File: src/rtl/uart_rx_cfg.sv
`default_nettype none
// ============================================================================
// Module   : uart_rx_cfg
// Purpose  : Parametrised UART receiver. It has a 3-flop input synchroniser and
//            takes each bit as the 2-of-3 majority of samples around the bit
//            centre. It rejects false starts and reports framing, parity and
//            overrun errors. A valid/ready register slice drives the output.
// Revision : 1.0 - initial release
// ----------------------------------------------------------------------------
// Parameters:
//   CLK_PER_BIT  clk cycles per UART bit (>= 4)
//   DATA_BITS    data bits per frame (5..9)
//   PARITY       0 = none, 1 = odd, 2 = even
//   STOP_BITS    1 or 2
// Ports:
//   clk     in   clock
//   rst     in   synchronous active-high reset
//   rxd     in   asynchronous serial input, idle high
//   rdata   out  received word (LSB first on the line)
//   rvalid  out  rdata/ferr/perr/brk valid, held until accepted
//   rready  in   consumer accepts when rvalid && rready
//   ferr    out  framing error (a stop bit voted 0)
//   perr    out  parity mismatch (always 0 when PARITY = 0)
//   ovf     out  sticky overrun, cleared by an accepted handshake
//   brk     out  break detected (0 unless UART_RX_BREAK_EN)
// Build option:
//   UART_RX_BREAK_EN  a frame that is all zeros, including the first stop bit,
//                     is delivered once with brk = 1. The receiver then waits
//                     for one full idle bit before it looks for a new start.
// ============================================================================
module uart_rx_cfg #(
   parameter int CLK_PER_BIT = 16,
   parameter int DATA_BITS   = 8,
   parameter int PARITY      = 0,
   parameter int STOP_BITS   = 1
) (
   input  logic                 clk,
   input  logic                 rst,
   input  logic                 rxd,
   output logic [DATA_BITS-1:0] rdata,
   output logic                 rvalid,
   input  logic                 rready,
   output logic                 ferr,
   output logic                 perr,
   output logic                 ovf,
   output logic                 brk
);

   localparam int CW  = $clog2(CLK_PER_BIT);
   localparam int MID = CLK_PER_BIT / 2;

   localparam logic [CW-1:0] C_SMP0  = CW'(MID - 1);
   localparam logic [CW-1:0] C_SMP1  = CW'(MID);
   localparam logic [CW-1:0] C_SMP2  = CW'(MID + 1);
   localparam logic [CW-1:0] C_LAST  = CW'(CLK_PER_BIT - 1);
   localparam logic [3:0]    C_DLAST = 4'(DATA_BITS - 1);
   localparam logic [3:0]    C_SLAST = 4'(STOP_BITS - 1);

   localparam logic [2:0] S_IDLE  = 3'd0;
   localparam logic [2:0] S_START = 3'd1;
   localparam logic [2:0] S_DATA  = 3'd2;
   localparam logic [2:0] S_PAR   = 3'd3;
   localparam logic [2:0] S_STOP  = 3'd4;
`ifdef UART_RX_BREAK_EN
   localparam logic [2:0] S_BRKW  = 3'd5;
`endif

   (* ASYNC_REG = "TRUE" *) logic [2:0] sync_q;
   logic [2:0]           sync_d;
   logic [2:0]           state_q, state_d;
   logic [CW-1:0]        cnt_q, cnt_d;
   logic [1:0]           vote_q, vote_d;
   logic [3:0]           bit_q, bit_d;
   logic [DATA_BITS-1:0] shreg_q, shreg_d;
   logic                 perr_f_q, perr_f_d;
   logic                 ferr_f_q, ferr_f_d;
   logic [DATA_BITS-1:0] rdata_q, rdata_d;
   logic                 rvalid_q, rvalid_d;
   logic                 ferr_q, ferr_d;
   logic                 perr_q, perr_d;
   logic                 ovf_q, ovf_d;
   logic                 rxs, voted, complete;
`ifdef UART_RX_BREAK_EN
   logic                 par0_q, par0_d;
   logic                 stop0_q, stop0_d;
   logic                 brk_q, brk_d;
   logic                 frame_brk;
`endif

   assign rxs = sync_q[2];
   // The two earlier samples are registered. The third sample (at M+1) is the
   // live synchroniser output, so the voted bit is available in the M+1 cycle.
   assign voted = (vote_q[0] & vote_q[1]) | (vote_q[0] & rxs) | (vote_q[1] & rxs);

   always_comb begin
      sync_d   = {sync_q[1:0], rxd};
      state_d  = state_q;
      cnt_d    = (cnt_q == C_LAST) ? '0 : cnt_q + 1'b1;
      vote_d   = vote_q;
      bit_d    = bit_q;
      shreg_d  = shreg_q;
      perr_f_d = perr_f_q;
      ferr_f_d = ferr_f_q;
      rdata_d  = rdata_q;
      rvalid_d = rvalid_q;
      ferr_d   = ferr_q;
      perr_d   = perr_q;
      ovf_d    = ovf_q;
      complete = 1'b0;
`ifdef UART_RX_BREAK_EN
      par0_d    = par0_q;
      stop0_d   = stop0_q;
      brk_d     = brk_q;
      frame_brk = 1'b0;
`endif

      if (cnt_q == C_SMP0) vote_d[0] = rxs;
      if (cnt_q == C_SMP1) vote_d[1] = rxs;

      case (state_q)
         S_IDLE: begin
            cnt_d = '0;
            if (!rxs) begin
               state_d  = S_START;
               bit_d    = '0;
               ferr_f_d = 1'b0;
               perr_f_d = 1'b0;
            end
         end
         S_START: begin
            // The false-start test comes first. When CLK_PER_BIT = 4, M+1 and
            // the last count are the same cycle.
            if (cnt_q == C_SMP2 && voted) begin
               state_d = S_IDLE;
               cnt_d   = '0;
            end else if (cnt_q == C_LAST) begin
               state_d = S_DATA;
            end
         end
         S_DATA: begin
            if (cnt_q == C_SMP2) shreg_d = {voted, shreg_q[DATA_BITS-1:1]};
            if (cnt_q == C_LAST) begin
               if (bit_q == C_DLAST) begin
                  bit_d   = '0;
                  state_d = (PARITY != 0) ? S_PAR : S_STOP;
               end else begin
                  bit_d = bit_q + 1'b1;
               end
            end
         end
         S_PAR: begin
            if (cnt_q == C_SMP2) begin
               // Odd: the word plus the parity bit must hold an odd number of
               // ones. Even: an even number.
               perr_f_d = (PARITY == 1) ? ~(voted ^ (^shreg_q)) : (voted ^ (^shreg_q));
`ifdef UART_RX_BREAK_EN
               par0_d = voted;
`endif
            end
            if (cnt_q == C_LAST) state_d = S_STOP;
         end
         S_STOP: begin
            if (cnt_q == C_SMP2) begin
               ferr_f_d = ferr_f_q | ~voted;
`ifdef UART_RX_BREAK_EN
               if (bit_q == '0) stop0_d = voted;
`endif
               if (bit_q == C_SLAST) begin
                  // Leave half a bit early so the next start edge is not missed.
                  complete = 1'b1;
                  state_d  = S_IDLE;
                  cnt_d    = '0;
`ifdef UART_RX_BREAK_EN
                  frame_brk = (shreg_q == '0) && ((PARITY == 0) || !par0_q) &&
                              !((bit_q == '0) ? voted : stop0_q);
                  if (frame_brk) state_d = S_BRKW;
`endif
               end
            end
            if (cnt_q == C_LAST && bit_q != C_SLAST) bit_d = bit_q + 1'b1;
         end
`ifdef UART_RX_BREAK_EN
         S_BRKW: begin
            // Stay here until rxs has been high for a full bit.
            if (!rxs) cnt_d = '0;
            else if (cnt_q == C_LAST) state_d = S_IDLE;
         end
`endif
         default: begin
            state_d = S_IDLE;
            cnt_d   = '0;
         end
      endcase

      // Output slice. A frame that completes in the same cycle as a
      // handshake replaces the accepted word, so rvalid stays high.
      if (complete && (!rvalid_q || rready)) begin
         rdata_d  = shreg_q;
         ferr_d   = ferr_f_q | ~voted;
         perr_d   = perr_f_q;
         rvalid_d = 1'b1;
`ifdef UART_RX_BREAK_EN
         brk_d = frame_brk;
`endif
      end else if (rvalid_q && rready) begin
         rvalid_d = 1'b0;
      end

      if (complete && rvalid_q && !rready) ovf_d = 1'b1;
      else if (rvalid_q && rready) ovf_d = 1'b0;
   end

   always_ff @(posedge clk) begin
      if (rst) begin
         sync_q   <= 3'b111;
         state_q  <= S_IDLE;
         cnt_q    <= '0;
         vote_q   <= '0;
         bit_q    <= '0;
         shreg_q  <= '0;
         perr_f_q <= 1'b0;
         ferr_f_q <= 1'b0;
         rdata_q  <= '0;
         rvalid_q <= 1'b0;
         ferr_q   <= 1'b0;
         perr_q   <= 1'b0;
         ovf_q    <= 1'b0;
      end else begin
         sync_q   <= sync_d;
         state_q  <= state_d;
         cnt_q    <= cnt_d;
         vote_q   <= vote_d;
         bit_q    <= bit_d;
         shreg_q  <= shreg_d;
         perr_f_q <= perr_f_d;
         ferr_f_q <= ferr_f_d;
         rdata_q  <= rdata_d;
         rvalid_q <= rvalid_d;
         ferr_q   <= ferr_d;
         perr_q   <= perr_d;
         ovf_q    <= ovf_d;
      end
   end

`ifdef UART_RX_BREAK_EN
   always_ff @(posedge clk) begin
      if (rst) begin
         par0_q  <= 1'b0;
         stop0_q <= 1'b0;
         brk_q   <= 1'b0;
      end else begin
         par0_q  <= par0_d;
         stop0_q <= stop0_d;
         brk_q   <= brk_d;
      end
   end
   assign brk = brk_q;
`else
   assign brk = 1'b0;
`endif

   assign rdata  = rdata_q;
   assign rvalid = rvalid_q;
   assign ferr   = ferr_q;
   assign perr   = perr_q;
   assign ovf    = ovf_q;

endmodule
`default_nettype wire

File: config.mk
export PLATFORM = sky130hd
export DESIGN_NAME = uart_rx_cfg
export DESIGN_NICKNAME = d
export VERILOG_FILES = /design/src/rtl/uart_rx_cfg.sv
export SDC_FILE = /design/constraint.sdc
export NUM_CORES = 1
export LEC_CHECK = 0
export ABC_AREA = 1
export CORE_MARGIN = 2
export CORE_UTILIZATION = 23
export DETAILED_ROUTE_END_ITERATION = 10
export SLEW_MARGIN = 20
export SYNTH_ARGS = -nofsm -noshare
export SYNTH_HDL_FRONTEND = slang
export SYNTH_SLANG_ARGS = --single-unit
export TNS_END_PERCENT = 10
File: constraint.sdc
create_clock -name clk -period 3.32 [get_ports clk]
set_input_delay 0.498 -clock clk [delete_from_list [all_inputs] [get_ports clk]]
set_output_delay 0.498 -clock clk [all_outputs]
set_load 0.02 [all_outputs]
Yosys cells after proc, flatten, opt, wreduce, memory -nomap -nowiden --
Index checks and enable logic that the tools add are counted.
Storage, ports and cells: flip-flop bits (word level) 38, output and inout bits 13
Operators by class: $add $sub $neg 2, bitwise logic cells 8, equal/unequal tests 18, reduce and logical (&&, ||, !) cells 24, muxes and demuxes 30
Operators by type and width (number):
- $mux 4 | 8
- $mux 3 | 8
- $pmux 4 s3 | 2
- $ne 2x2->1 const B | 8
- $pmux 3 s5 | 1
- $eq 4x4->1 const B | 3
- $mux 1 | 9
- $add 4x1->4 const B | 2
- $eq 4x3->1 const B | 2
- $reduce_bool 2->1 | 4
- $reduce_xor 8->1 | 1
- $reduce_and 7->1 | 1
- $eq 3x2->1 const B | 2
- $logic_and 1x1->1 | 6
- $reduce_and 3->1 | 2
- $logic_not 4->1 | 1
- $pmux 1 s2 | 2
- $reduce_and 4->1 | 1
- $reduce_bool 4->1 | 1
- $and 1x1->1 | 3
- $eq 3x1->1 const B | 1
- $eq 3x3->1 const B | 1
- $logic_not 3->1 | 1
- $ne 3x3->1 const B | 1
- other kinds (8) | 11

Longest topological paths before layout --
Gate-level depths: netlist of the first run.
depth after elaboration 7, mapped depth 11, depth with buffers taken out 11

Worst setup path before layout of the first run --
No wires, ideal clock.
path kind reg-to-reg, from register cnt_q[1], to register ferr_q, in the netlist ferr, data arrival time 1233 ps, cell stages (with the launch flop) 11, path slack 1954 ps, data required time 3187 ps, library setup time 133 ps, path through dfxtp_1 -> inv_1 -> ha_1 -> nand3_4 -> nor2_4 -> inv_2 -> nor2_4 -> nand2_1 -> buf_6 -> nand2_1 -> a21oi_1
Between the ends: cells in the longest elaborated chain, start to end 4
Ends and longest elaborated chain:
- start: declaration | line 71 | logic [CW-1:0] cnt_q, cnt_d;
- start signal: assignment | line 231 | cnt_q <= cnt_d;
- $eq 4x4->1 | line 163 | if (cnt_q == C_SMP2) begin
- $mux 1 | line 163
- $mux 1 | line 120 | case (state_q)
- $logic_and 1x1->1 | line 197 | if (complete && (!rvalid_q || rready)) begin
- end signal: assignment | line 239 | ferr_q <= ferr_d;
- end: declaration | line 79 | logic ferr_q, ferr_d;
Every way passes these cells. A chain may end at the register's enable or synchronous reset.

Final worst setup path of the first run --
from register rvalid_q, in the netlist rvalid, to output port rvalid
RTL lines:
- start: declaration | line 78 | logic rvalid_q, rvalid_d;
- start signal: assignment | line 238 | rvalid_q <= rvalid_d;
- end: declaration | line 41 | output logic rvalid,
No word-level cell between the ends.

==> impl_metrics.json, run 1 <==
{
  "cp.arrival_ns": 1.28,
  "globalplace.congestion": 0.8222,
  "required_ns": 2.82,
  "fp.dieW_um": 94.09,
  "dr.pass1.iters": 4,
  "synth.largest_area_cell": "dfxtp_1",
  "yosysWarnings": 0,
  "synthesis.nets": 272,
  "wl_per_cell_um": 9.874,
  "grt_pass1_wl_mm": 6.630,
  "ys.flop_type": "dfxtp_1",
  "io_buffers": 15,
  "nets": 287,
  "io-pin-count": 17,
  "cp-end-kind": "output pin",
  "viasPerCell": 4.331,
  "crit_family": "buffers and inverters",
  "start_util": 0.2391,
  "hp-class": "reg2reg",
  "layout_common_cells": "nand2_1, dfxtp_1, inv_1",
  "core_area_um2": 7807,
  "drv_cap": 0,
  "wl_mm": 3.762,
  "insertion_delay_ns": 0.29,
  "vias": 1650,
  "n_antenna_cell": 0,
  "hpwl_mm": 2.773,
  "post-route-period-util": 0.5357,
  "critical_path_class": "reg2out",
  "rsz0062_at_grt": "no",
  "clock_path_buffers": 2,
  "grt_max_degree": 23,
  "grt_pass1_vias": 1504,
  "grt-ovfl-total": 0,
  "syn2layout_area_growth_pct": 17.49,
  "cts_root_buffer": "clkbuf_8",
  "status": "finished clean",
  "final_common_cell": "nand2_1",
  "drv_slew": 0,
  "yosys_register_bits": 38,
  "synth_edf_count": 0,
  "htreeDepth": 2,
  "hold_buffers": 0,
  "design.die.area_um2": 8853,
  "cts_tree": "yes",
  "synth_area_leaders": "dfxtp_1, nand2_1, a21oi_1",
  "syn_area_um2": 1867,
  "clkSinkCount": 38,
  "syn_inst": 263,
  "p_leak_nw": 0.8563,
  "dp.cells": 373,
  "vdd_drop_max_mv": 0.2175,
  "ctsResizeCount": 0,
  "async_flop_share": 0,
  "die_h_um": 94.09,
  "ys_types": 27,
  "skew_ns": 0.008057,
  "final_cells": 381,
  "avgSynthCellArea_um2": 7.098,
  "setup_violations": 0,
  "crit_buf_inv": 1,
  "critPathSlowestCell": "clkdlybuf4s50_1",
  "cpPeakStageDelay_ns": 0.62,
  "p_per_area_nw_per_um2": 475.4,
  "cts-buffers-inserted": 5,
  "cp_cell_sequence": "clkdlybuf4s50_1",
  "drc": 0,
  "ant_nets": 0,
  "clkTransAtPathRegs_ns": 0.08,
  "start_kind": "register",
  "first_iter_violations": 69,
  "synth_top_area_frac": 0.4075,
  "core.rowCount": 32,
  "worst-path-max-fanout": 4,
  "period_needed_ns": 1.778,
  "ys_seq_area_frac": 0.4075,
  "antenna_found_initial": 0,
  "final-hold-violation-count": 0,
  "postCtsSetupBuffers": 0,
  "setup_tns_ns": 0,
  "max_freq_mhz": 562.3,
  "drive_above_1_share": 0.08961,
  "grt_usage": 0.09297
}
## sequential cells by signal, indices dropped and copies added (netlist names), 2 cells and up
| signal | flops |
|---|---|
| shreg_q | 8 |
| bit_q | 4 |
| state_q | 3 |
| rdata | 8 |
| sync_q | 3 |
| vote_q | 2 |
| cnt_q | 4 |
## power by group
group / switching [mW] / internal [mW]
logic: 0.136 / 0.0701
registers: 0.0282 / 0.478
clock network: 0.164 / 0.167
total: 0.328 / 0.715
## worst register-to-register path, cell delays in order, from the launching register on
cell and delay, ns:
dfxtp_1 0.32, inv_1 0.09, ha_1 0.19, nand3_4 0.12, nor2_4 0.15, inv_2 0.05, nor2_4 0.22, nand2_1 0.29
nand2_1 0.14, a21oi_1 0.07
## stage by stage
stage | setup slack, ns | power [mW] | util | cell area [um^2] | hold slack (ns)
global placement | 1.377 | 0.7170 | 0.2688 | 2098 | 0.3912
floorplan | 1.954 | 0.6781 | - | 1867 | 0.3895
CTS | 1.531 | 1.054 | 0.2809 | 2193 | 0.4156
detailed placement | 1.345 | 0.7212 | 0.2688 | 2098 | 0.3972
finish | 1.542 | 1.043 | 0.2809 | 2193 | 0.4121
global route | 1.361 | 1.119 | 0.2809 | 2193 | 0.4377
## synthesized netlist by cell type (2+ instances only)
library cell  number
or2_2              4
ha_1               5
o21ai_0           19
a21oi_1           26
clkbuf_1           3
inv_2              2
inv_1             31
nand3_1           26
nand2_1           61
dfxtp_1           38
nor2_1            23
buf_4              2
nor2_4             2
a21oi_2            2
nor3_1             2
xnor2_1            2
xor2_1             2
buf_6              2
nor2_2             3
## worst paths after layout
kind / startpoint / endpoint / slack [ns] / depth (start not counted)
setup / recovery: rvalid / rvalid / 1.54 / 1
hold / removal: sync_q[0] / sync_q[1] / 0.41 / 1
setup reg to reg: cnt_q[1] / rdata[4] / 1.58 / 9
hold reg to reg: sync_q[0] / sync_q[1] / 0.41 / 1
## cell type report
type / instances / area (um^2)
clock inverters: 2 / 12.51
inverters: 33 / 123.9
flip-flops and latches: 38 / 760.7
well taps: 102 / 127.6
clock buffers: 6 / 82.58
fillers: 871 / 5614
multi-input cells: 184 / 928.4
repair buffers: 16 / 157.7
## routing by layer
metal	global-route usage	wire (um)
met1	0.1235	1964
met2	0.1446	1576
met3	0.03050	194
met4	0.02415	26
met5	0	0
## kinds of logic after synthesis
| group | count (synthesis) | synth area share |
|---|---|---|
| AND/OR/NAND/NOR | 124 | 0.2976 |
| AO/OA/AOI/OAI | 50 | 0.1454 |
| buffers and inverters | 41 | 0.09517 |
| flip-flops | 38 | 0.4075 |
| adder cells (fa/ha/maj) | 5 | 0.03351 |
| XOR/XNOR | 4 | 0.01877 |
| other | 1 | 0.002009 |
No activity file was read; power rests on OpenSTA's default activity.
==> run 2, diff against run 1 <==
- clock period: 3.32 -> 1.8 ns (I/O delays scaled with it)
==> run 2 against run 1 <==
Compared with the run above:
- clock-buffer cell count decreased by 1
- clock power rose to 2.6 times the previous value
- sequential share of layout area shrank 1.0 points
- worst hold slack gained 0.0015 ns
- routed wire length fell by 1.4%
- setup slack worse by 1.3 ns
- critical path depth is 8 higher
- first-iteration DRC count decreased by 45%
- utilization up 0.83 points
- power rose by 110%
- register-to-register slack worse by 1.3 ns
- global-route usage decreased by 0.38 points
==> impl_metrics.json, run 2 (synthesized netlist as in run 1, its figures left out) <==
{
  "final_common_cell": "nand2_1",
  "start_kind": "register",
  "grt_pass1_vias": 1484,
  "period_needed_ns": 1.567,
  "grt_usage": 0.08912,
  "cpPeakStageDelay_ns": 0.41,
  "skew_ns": 0.006912,
  "design.die.area_um2": 8853,
  "p_per_area_nw_per_um2": 970.3,
  "setup_tns_ns": 0,
  "grt-ovfl-total": 0,
  "cts-buffers-inserted": 5,
  "postCtsSetupBuffers": 0,
  "rsz0062_at_grt": "no",
  "grt_pass1_wl_mm": 6.368,
  "core_area_um2": 7807,
  "antenna_found_initial": 0,
  "worst-path-max-fanout": 11,
  "cp_cell_sequence": "inv_1 -> ha_1 -> nand2_1 -> nor2_4 -> inv_2 -> nor2_4 -> nand2_1 -> nand2_1 -> a21oi_1",
  "setup_violations": 0,
  "drv_cap": 0,
  "nets": 290,
  "cts_tree": "yes",
  "hpwl_mm": 2.807,
  "clock_path_buffers": 2,
  "grt_max_degree": 22,
  "clkTransAtPathRegs_ns": 0.08,
  "ant_nets": 0,
  "cts_root_buffer": "clkbuf_8",
  "critPathSlowestCell": "dfxtp_1",
  "wl_per_cell_um": 9.659,
  "vias": 1642,
  "syn2layout_area_growth_pct": 20.98,
  "drive_above_1_share": 0.09929,
  "ctsResizeCount": 0,
  "start_util": 0.2391,
  "layout_common_cells": "nand2_1, dfxtp_1, inv_1",
  "finalPower_mw": 2.191,
  "max_freq_mhz": 638.4,
  "first_iter_violations": 38,
  "status": "finished clean",
  "stdcell_area_um2": 2258,
  "core.rowCount": 32,
  "die_h_um": 94.09,
  "insertion_delay_ns": 0.29,
  "dr.pass1.iters": 4,
  "drv_slew": 0,
  "cp.arrival_ns": 1.79,
  "cp-end-kind": "register",
  "drc": 0,
  "hp-class": "reg2reg",
  "p_leak_nw": 0.8926,
  "post-route-period-util": 0.8703,
  "place_area_um2": 2121,
  "clkSinkCount": 38,
  "vdd_drop_max_mv": 0.4679,
  "n_antenna_cell": 0,
  "htreeDepth": 2,
  "crit_path_frequent_cell": "nand2_1",
  "io_buffers": 15,
  "critical_path_class": "reg2reg",
  "wl_mm": 3.709,
  "io-pin-count": 17,
  "hold_buffers": 0,
  "required_ns": 2.02,
  "globalplace.congestion": 0.8224,
  "fp.dieW_um": 94.09,
  "viasPerCell": 4.276,
  "final-hold-violation-count": 0
}
run 2: through the flow:
| step | hold slack (ns) | utilization | setup WS, ns | instances |
|---|---|---|---|---|
| 2_1_floorplan | 0.3738 | - | 0.4341 | 263 |
| 6_report | 0.4136 | 0.2893 | 0.2335 | 384 |
| 3_5_place_dp | 0.3987 | 0.2716 | 0.2225 | 376 |
| 3_3_place_gp | 0.3937 | 0.2716 | 0.2488 | 376 |
| 4_1_cts | 0.4177 | 0.2893 | 0.1974 | 384 |
| 5_1_grt | 0.4291 | 0.2893 | 0.04637 | 384 |
run 2: final timing paths:
path	startpoint	endpoint	slack (ns)	depth (start not counted)
setup / recovery	bit_q[0]	perr	0.23	9
setup reg to reg	bit_q[0]	perr	0.23	9
hold reg to reg	sync_q[1]	sync_q[2]	0.41	1
hold / removal	sync_q[1]	sync_q[2]	0.41	1
run 2: cell type report:
class | count | area [um^2]
fill | 859 | 5549
clock buffer | 5 | 68.82
inverter | 33 | 123.9
multi-input combinational | 184 | 928.4
sequential | 38 | 760.7
clock inverter | 3 | 68.82
timing repair buffer | 19 | 180.2
tap | 102 | 127.6
run 2: power by group:
group          internal (mW)  switching, mW
Combinational          0.132          0.255
Sequential             0.881         0.0497
Clock                  0.555          0.317
Total                   1.57          0.622
run 2: routing by layer:
layer,vias up,routed length [um],GRT usage
li1,876,-,-
met1,723,1923,0.1143
met2,32,1593,0.1411
met3,11,132,0.02648
met4,0,59,0.03261
met5,-,0,0
run 2: worst max-delay path, delay by kind of cell, from the launching register on:
family / cells / cell delay (ns)
compound gates: 1 / 0.13
buf+inv: 2 / 0.13
flops: 1 / 0.41
simple gates: 5 / 0.61
fa+ha+maj: 1 / 0.21
